==> src/rtl/regfile_dbg_bridge.sv <==
// ---------------------------------------------------------------------------
// regfile_dbg_bridge
//
// Debug bridge between a UART byte stream and the core register file. It
// accepts read/write commands from the UART receiver, freezes the core with a
// stall request/acknowledge pair, performs the access on the photon ports and
// streams the response back to the UART transmitter.
//
// Command byte: bit7 = 1 write / 0 read, bits6:5 must be 00, bits4:0 = index.
// A write is followed by 4 data bytes, least-significant byte first. A write
// answers ACK_BYTE, a read answers 4 data bytes LSB first, a malformed command
// answers NAK_BYTE and sets the sticky err flag.
//
// Ports:
//   clk, Rst_n                 clock, asynchronous active-low reset
//   rx_data/rx_valid/rx_ready  incoming byte stream (valid/ready)
//   tx_data/tx_valid/tx_ready  outgoing byte stream (valid/ready)
//   stall_req/stall_ack        core freeze handshake
//   adr_photon_rs1             register read address (0 when not reading)
//   photon_rs1_data            combinational read data
//   photon_regwrite            one-cycle write strobe
//   addr_corereg_photon        write address
//   photon_data_out            write data
//   busy                       any state other than IDLE
//   err                        sticky error flag, cleared only by reset
//
// Optional feature macro: REGBRIDGE_TIMEOUT_EN. When defined, a command whose
// data bytes stop arriving for TIMEOUT_CYCLES cycles is abandoned with a NAK.
// ---------------------------------------------------------------------------
module regfile_dbg_bridge #(
   parameter logic [7:0] ACK_BYTE       = 8'hAA,
   parameter logic [7:0] NAK_BYTE       = 8'hEE,
   parameter int         TIMEOUT_CYCLES = 100000
) (
   input  logic        clk,
   input  logic        Rst_n,
   input  logic [7:0]  rx_data,
   input  logic        rx_valid,
   output logic        rx_ready,
   output logic [7:0]  tx_data,
   output logic        tx_valid,
   input  logic        tx_ready,
   output logic        stall_req,
   input  logic        stall_ack,
   output logic [4:0]  adr_photon_rs1,
   input  logic [31:0] photon_rs1_data,
   output logic        photon_regwrite,
   output logic [4:0]  addr_corereg_photon,
   output logic [31:0] photon_data_out,
   output logic        busy,
   output logic        err
);

   typedef enum logic [2:0] {
      IDLE,
      GETD,
      REQ,
      WR,
      RD,
      SEND,
      RESP
   } bridgeState_t;

   bridgeState_t state;
   logic         isWrite;
   logic [4:0]   regIndex;
   logic [31:0]  dataWord;
   logic [1:0]   byteCount;
   logic [23:0]  shiftReg;
   logic [2:0]   sendCount;

`ifdef REGBRIDGE_TIMEOUT_EN
   localparam int GapWidth = $clog2(TIMEOUT_CYCLES + 1);
   logic [GapWidth-1:0] gapCount;
`endif

   // Single state machine; every output is a register that is set up on the
   // transition into the state that owns it. The register-file strobes and
   // the read address default back to 0 each cycle so they last exactly one
   // cycle. tx_data holds the byte currently offered, and shiftReg keeps the
   // remaining upper bytes of a read result.
   always_ff @(posedge clk or negedge Rst_n) begin
      if (!Rst_n) begin
         state               <= IDLE;
         rx_ready            <= 1'b1;
         tx_data             <= 8'h00;
         tx_valid            <= 1'b0;
         stall_req           <= 1'b0;
         adr_photon_rs1      <= 5'd0;
         photon_regwrite     <= 1'b0;
         addr_corereg_photon <= 5'd0;
         photon_data_out     <= 32'd0;
         busy                <= 1'b0;
         err                 <= 1'b0;
         isWrite             <= 1'b0;
         regIndex            <= 5'd0;
         dataWord            <= 32'd0;
         byteCount           <= 2'd0;
         shiftReg            <= 24'd0;
         sendCount           <= 3'd0;
`ifdef REGBRIDGE_TIMEOUT_EN
         gapCount            <= '0;
`endif
      end else begin
         photon_regwrite     <= 1'b0;
         adr_photon_rs1      <= 5'd0;
         addr_corereg_photon <= 5'd0;
         photon_data_out     <= 32'd0;

         case (state)
            IDLE: begin
               if (rx_valid && rx_ready) begin
                  regIndex <= rx_data[4:0];
                  isWrite  <= rx_data[7];
                  busy     <= 1'b1;
                  if (rx_data[6:5] != 2'b00) begin
                     state    <= RESP;
                     tx_data  <= NAK_BYTE;
                     tx_valid <= 1'b1;
                     rx_ready <= 1'b0;
                     err      <= 1'b1;
                  end else if (rx_data[7]) begin
                     state     <= GETD;
                     byteCount <= 2'd0;
`ifdef REGBRIDGE_TIMEOUT_EN
                     gapCount  <= '0;
`endif
                  end else begin
                     state     <= REQ;
                     stall_req <= 1'b1;
                     rx_ready  <= 1'b0;
                  end
               end
            end

            // Data bytes arrive LSB first, so shifting right leaves the first
            // byte in bits 7:0 after the fourth byte.
            GETD: begin
               if (rx_valid && rx_ready) begin
                  dataWord  <= {rx_data, dataWord[31:8]};
                  byteCount <= byteCount + 2'd1;
`ifdef REGBRIDGE_TIMEOUT_EN
                  gapCount  <= '0;
`endif
                  if (byteCount == 2'd3) begin
                     state     <= REQ;
                     stall_req <= 1'b1;
                     rx_ready  <= 1'b0;
                  end
               end
`ifdef REGBRIDGE_TIMEOUT_EN
               else if (gapCount == GapWidth'(TIMEOUT_CYCLES - 1)) begin
                  state    <= RESP;
                  dataWord <= 32'd0;
                  tx_data  <= NAK_BYTE;
                  tx_valid <= 1'b1;
                  rx_ready <= 1'b0;
                  err      <= 1'b1;
               end else begin
                  gapCount <= gapCount + 1'b1;
               end
`endif
            end

            REQ: begin
               if (stall_ack) begin
                  if (isWrite) begin
                     state               <= WR;
                     photon_regwrite     <= 1'b1;
                     addr_corereg_photon <= regIndex;
                     photon_data_out     <= dataWord;
                  end else begin
                     state          <= RD;
                     adr_photon_rs1 <= regIndex;
                  end
               end
            end

            WR: begin
               state     <= RESP;
               stall_req <= 1'b0;
               tx_data   <= ACK_BYTE;
               tx_valid  <= 1'b1;
            end

            // Read data is valid while adr_photon_rs1 points at the register,
            // i.e. during this cycle; capture it on the way out.
            RD: begin
               state     <= SEND;
               stall_req <= 1'b0;
               tx_data   <= photon_rs1_data[7:0];
               shiftReg  <= photon_rs1_data[31:8];
               sendCount <= 3'd4;
               tx_valid  <= 1'b1;
            end

            SEND: begin
               if (tx_ready) begin
                  if (sendCount == 3'd1) begin
                     state    <= IDLE;
                     tx_valid <= 1'b0;
                     rx_ready <= 1'b1;
                     busy     <= 1'b0;
                  end else begin
                     tx_data  <= shiftReg[7:0];
                     shiftReg <= {8'h00, shiftReg[23:8]};
                  end
                  sendCount <= sendCount - 3'd1;
               end
            end

            RESP: begin
               if (tx_ready) begin
                  state    <= IDLE;
                  tx_valid <= 1'b0;
                  rx_ready <= 1'b1;
                  busy     <= 1'b0;
               end
            end

            default: begin
               state     <= IDLE;
               tx_valid  <= 1'b0;
               stall_req <= 1'b0;
               rx_ready  <= 1'b1;
               busy      <= 1'b0;
            end
         endcase
      end
   end

endmodule

==> config.mk <==
export PLATFORM = sky130hd
export DESIGN_NAME = regfile_dbg_bridge
export DESIGN_NICKNAME = d
export VERILOG_FILES = /design/src/rtl/regfile_dbg_bridge.sv
export SDC_FILE = /design/constraint.sdc
export NUM_CORES = 1
export LEC_CHECK = 0
export BUFFER_PORTS_ARGS = -buffer_cell sky130_fd_sc_hd__buf_2
export CAP_MARGIN = 10
export CORE_ASPECT_RATIO = 1.75
export CORE_MARGIN = 3
export CORE_UTILIZATION = 35
export CTS_CLUSTER_SIZE = 16
export DETAILED_ROUTE_END_ITERATION = 16
export GPL_TIMING_DRIVEN = 0
export MAX_ROUTING_LAYER = met4
export SLEW_MARGIN = 10
export SYNTH_ARGS = -nofsm -noshare
export SYNTH_HDL_FRONTEND = slang
export SYNTH_SLANG_ARGS = --single-unit
==> constraint.sdc <==
create_clock -name clk -period 2.1 [get_ports clk]
set_input_delay 0.315 -clock clk [delete_from_list [all_inputs] [get_ports clk]]
set_output_delay 0.315 -clock clk [all_outputs]
set_load 0.05 [all_outputs]
-- Word-level counts from Yosys, hierarchy flattened
Index checks and enable logic that the tools add are counted.
- register bits after elaboration: 126
- input bits: 45
- logic and storage cells: 128
- add/sub/neg operators: 2
- equality and inequality tests: 21
- muxes and demuxes: 61
- bitwise logic cells: 4
- reductions and logical operators: 23
- operators by type and width (kind ; number):
    32-bit two-way mux ; 3
    24-bit two-way mux ; 2
    24-bit case mux with 2 select lines ; 1
    8-bit two-way mux ; 4
    8-bit case mux with 4 select lines ; 1
    3-bit two-way mux ; 10
    5-bit two-way mux ; 6
    2-bit != test (second input constant) ; 12
    1-bit two-way mux ; 22
    3-bit case mux with 7 select lines ; 1
    5-bit AND reduction ; 3
    6-bit AND reduction ; 2
    2-bit two-way mux ; 5
    1-bit case mux with 5 select lines ; 2
    3-bit equality test (second input constant) ; 3
    8-bit AND reduction ; 1
    7-bit AND reduction ; 1
    3-bit by 1-bit equality test with 1-bit output (second input constant) ; 2
    3-bit by 2-bit equality test with 1-bit output (second input constant) ; 2
    3-bit case mux with 2 select lines ; 1
    2-bit AND reduction ; 3
    3-bit AND reduction ; 2
    2-bit nonzero test ; 3
    3-bit OR reduction ; 2
    other kinds (13) ; 17

-- Longest topological paths before layout
- word-level depth: 4
- mapped depth: 7

-- Least setup slack after synthesis
Ideal clock, no wire load.
- path kind: register to register
- from: reg rx_ready
- to: reg dataWord[14]
- library setup time: 0.125 ns
- data arrival time: 1.734 ns
- setup slack: 0.242 ns
- cell stages (with the launch flop): 5
- buffers on the path: 1
- clock period less this slack: 1.858 ns
- path through: dfstp_2 nand2_1 nor3_4 buf_6 mux2_2
- longest elaborated chain between the ends: 2
- RTL lines (what ; RTL line ; source):
    start: declaration ; 39 ; output logic rx_ready,
    start signal: assignment ; 85 ; rx_ready <= 1'b1;
    start signal: assignment ; 120 ; rx_ready <= 1'b0;
    start signal: assignment ; 131 ; rx_ready <= 1'b0;
    1-bit logical AND ; 139 ; if (rx_valid && rx_ready) begin
    2-bit AND reduction (no line) ; -- ;
    end signal: assignment ; 140 ; dataWord <= {rx_data, dataWord[31:8]};
    end: declaration ; 67 ; logic [31:0] dataWord;
Every way passes these cells.
A chain may end at the register's enable or synchronous reset.

-- Worst setup path in the final report
- from: reg sendCount[1]
- to: reg shiftReg[6]
- longest elaborated chain between the ends: 3
- RTL lines (what ; RTL line ; source):
    start: declaration ; 70 ; logic [2:0] sendCount;
    start signal: assignment ; 208 ; sendCount <= sendCount - 3'd1;
    3-bit by 1-bit equality test with 1-bit output ; 199 ; if (sendCount == 3'd1) begin
    2-bit != test (no line) ; -- ;
    3-bit AND reduction (no line) ; -- ;
    end signal: assignment ; 192 ; shiftReg <= photon_rs1_data[31:8];
    end signal: assignment ; 206 ; shiftReg <= {8'h00, shiftReg[23:8]};
    end: declaration ; 69 ; logic [23:0] shiftReg;
Every way passes these cells.

==> impl_metrics.json <==
{
  "chipWidth_um": 98.2,
  "postRouteAntennaNets": 0,
  "cts.clk_slew.worst_paths_ps": 60,
  "hpwl_um": 8210,
  "detailroute.via_count": 3285,
  "core.rowCount": 58,
  "fin_skew_ps": 6.93,
  "grt_first_pass_wirelength_um": 18400,
  "synth.yosys.warnings": 0,
  "clock_sinks": 126,
  "yosys_register_bits": 126,
  "crit_arrival_ps": 2270,
  "drt-pass1-iter-count": 4,
  "critPathCaptureType": "flop",
  "synth_top_cell_by_area": "dfrtp_1",
  "fin_cells": 684,
  "fmax_mhz": 504,
  "cts.root.buffer_cell": "clkbuf_16",
  "syn-num-nets": 418,
  "place_inst": 651,
  "slew_headroom_pct": 46.2,
  "netlist_area_um2": 5210,
  "synth_largest_type_area_fraction_pct": 60.1,
  "pre_cts_slack_ps": 111,
  "drtIter0Drc": 113,
  "tcrit_tclk_final_pct": 94.5,
  "cts.repair_timing.setup_buffer_count": 0,
  "mostFrequentLayoutCells": "dfrtp_1, buf_2, mux2_2",
  "floorplan.initialDensity_pct": 36.1,
  "routed_via_density": 4.80,
  "slew_viol_final": 0,
  "worstPathMaxFanout": 10,
  "drt_drc_violations_left": 0,
  "place.gp.congestion": 0.838,
  "pwr-share-clk_pct": 33.1,
  "setup_viol_count_final": 0,
  "peak_supply_drop_v": 0.000762,
  "internal_power_uw": 6200,
  "nNetsFinal": 539,
  "switching_share_pct": 32.7,
  "post_synth_num_cell_types": 50,
  "required_ps": 2390,
  "core_um2": 14400,
  "hold_path.startpoint": "photon_rs1_data[31]",
  "drive_above_1_share_pct": 41.9,
  "floorplan.die_area_um2": 16400,
  "synth_sequential_area_ratio_pct": 60.6,
  "largest_net_degree_at_the_start_of_global_routing": 68,
  "leakagePower_uw": 0.00331,
  "portBuffers": 100,
  "hold_viol": 0,
  "startpoint_type": "flop",
  "postSynth.asyncResetShare_pct": 100,
  "synth.area.top_cells": "dfrtp_1, mux2_2, mux2_1",
  "pwr-share-comb_pct": 29.0,
  "power_switching_uw": 3000,
  "postSynthCellCount": 370,
  "postLayoutSetupSlackWorst_ps": 116,
  "clk_lat_worst_skew_ps": 410,
  "share_seq_of_total_power_pct": 37.9,
  "layout_commonest_cell": "dfrtp_1",
  "holdCritPathClass": "in -> reg",
  "transition_time_of_the_tightest_slew_check_pin_ps": 800,
  "routed_wirelength_um": 11200,
  "first_global_vias": 3663,
  "synthToLayoutAreaGrowth_pct": 26.9,
  "fin_tns_setup_ps": 0,
  "clk_path_buf_depth": 2,
  "crit-reg2reg-launch": "sendCount[1]",
  "fin_crit_ps": 1980,
  "grt_overflow": 0,
  "boundaryPins": 101,
  "grt_setup_unrepaired": "no",
  "run_status": "completed",
  "antenna_cells_inserted": 0,
  "timing.max_cap.violations": 0,
  "initial_antenna_violation_count": 0,
  "tritoncts": "yes",
  "cp-startpoint": "sendCount[1]",
  "avgRoutedWirePerCell_um": 16.3,
  "hold_slack_ps": 122,
  "syn_avg_cell_area_um2": 14.1,
  "cts_max_level": 4,
  "global_route.usage.total_pct": 14.7,
  "synth-edff-count": 0,
  "worstSetupPathType": "reg -> reg",
  "cellPowerDensity_nw_per_um2": 1390,
  "synthFlopType": "dfrtp_1",
  "die_height_um": 167,
  "cts-buffers-inserted": 17
}
==> power by group through the flow <==
stage                     clock, uW  sequential (uW)  combinational [uW]
final                          3040             3480                2670
after global routing           3220             3580                2890
after global placement            0             3510                2600
after floorplan                   0             3730                1750
after detailed placement          0             3540                2690
after CTS                      3130             3500                2710
==> sequential cells by signal, indices dropped and copies added, names as in the netlist <==
name,flops
state,3
stall_req,1
photon_regwrite,1
tx_valid,1
tx_data,8
dataWord,32
regIndex,5
err,1
byteCount,2
rx_ready,1
shiftReg,24
busy,1
photon_data_out,32
addr_corereg_photon,5
adr_photon_rs1,5
isWrite,1
sendCount,3
==> Yosys cell counts, types with 2 or more instances <==
master,number
dfrtp_1,125
mux2_2,46
and2_1,42
mux2_1,26
a21oi_1,10
a22o_1,10
nor2_1,9
mux2_4,8
nand2_1,8
buf_2,7
o21ai_0,7
inv_1,6
mux2i_1,6
buf_6,4
nand2b_1,4
nor2b_1,4
clkbuf_1,3
ha_1,3
or2_1,3
a21o_1,2
buf_4,2
nor3_4,2
nor4_1,2
o211ai_1,2
o21ai_1,2
o22ai_1,2
or3_1,2
==> layout make-up <==
type | instances | area [um2]
inverter | 7 | 26.3
sequential | 126 | 3150
clock inverter | 14 | 184
clock buffer | 18 | 439
buffer | 17 | 110
timing repair buffer | 102 | 544
fill | 1332 | 7840
multi-input combinational | 220 | 1920
tap | 180 | 225
==> per-layer routing <==
metal	GRT usage [%]	up-vias	share of wire, %
met5	-	-	0
met4	5.53	0	2.0
met3	4.21	15	5.2
met2	26.1	123	56
met1	15.3	1611	37
li1	-	1536	-
==> final timing paths <==
| kind | slack (ps) | to | depth (start not counted) |
|---|---|---|---|
| setup reg to reg | 120 | shiftReg[6] | 7 |
| hold reg to reg | 470 | photon_data_out[0] | 1 |
| min in group asynchronous | 440 | photon_data_out[18] | 2 |
| max in group asynchronous | 950 | tx_data[1] | 3 |
| hold / removal | 120 | shiftReg[23] | 2 |
| setup / recovery | 120 | shiftReg[6] | 7 |
==> repair_timing <==
action,in CTS,in global routing
hold buffers,1,0
resized for setup,0,0
setup endpoints to repair,0,0
endpoints found under the hold margin,58,0
==> per-stage QoR <==
stage	util, %	power [uW]	cell area, um2
6_report	45.7	9200	6610
5_1_grt	45.7	9690	6610
3_3_place_gp	41.1	6110	5930
4_1_cts	45.7	9340	6610
3_5_place_dp	41.4	6230	5970
2_1_floorplan	-	5480	5210
==> critical path: stages, from the launching register on <==
cell and delay [ps]:
dfrtp_1 380, inv_1 100, ha_1 170, inv_1 40, o21ai_1 460, a21oi_4 170, buf_4 220, mux2_1 320
==> cell families after synthesis <==
| logic type | after synthesis | share of synthesized area (%) |
|---|---|---|
| simple gates | 85 | 10.4 |
| compound gates | 46 | 6.68 |
| flops | 126 | 60.6 |
| fa+ha+maj | 3 | 0.721 |
| buf+inv | 24 | 2.62 |
| mux | 86 | 19.0 |
(Power assumes the default switching activity.)
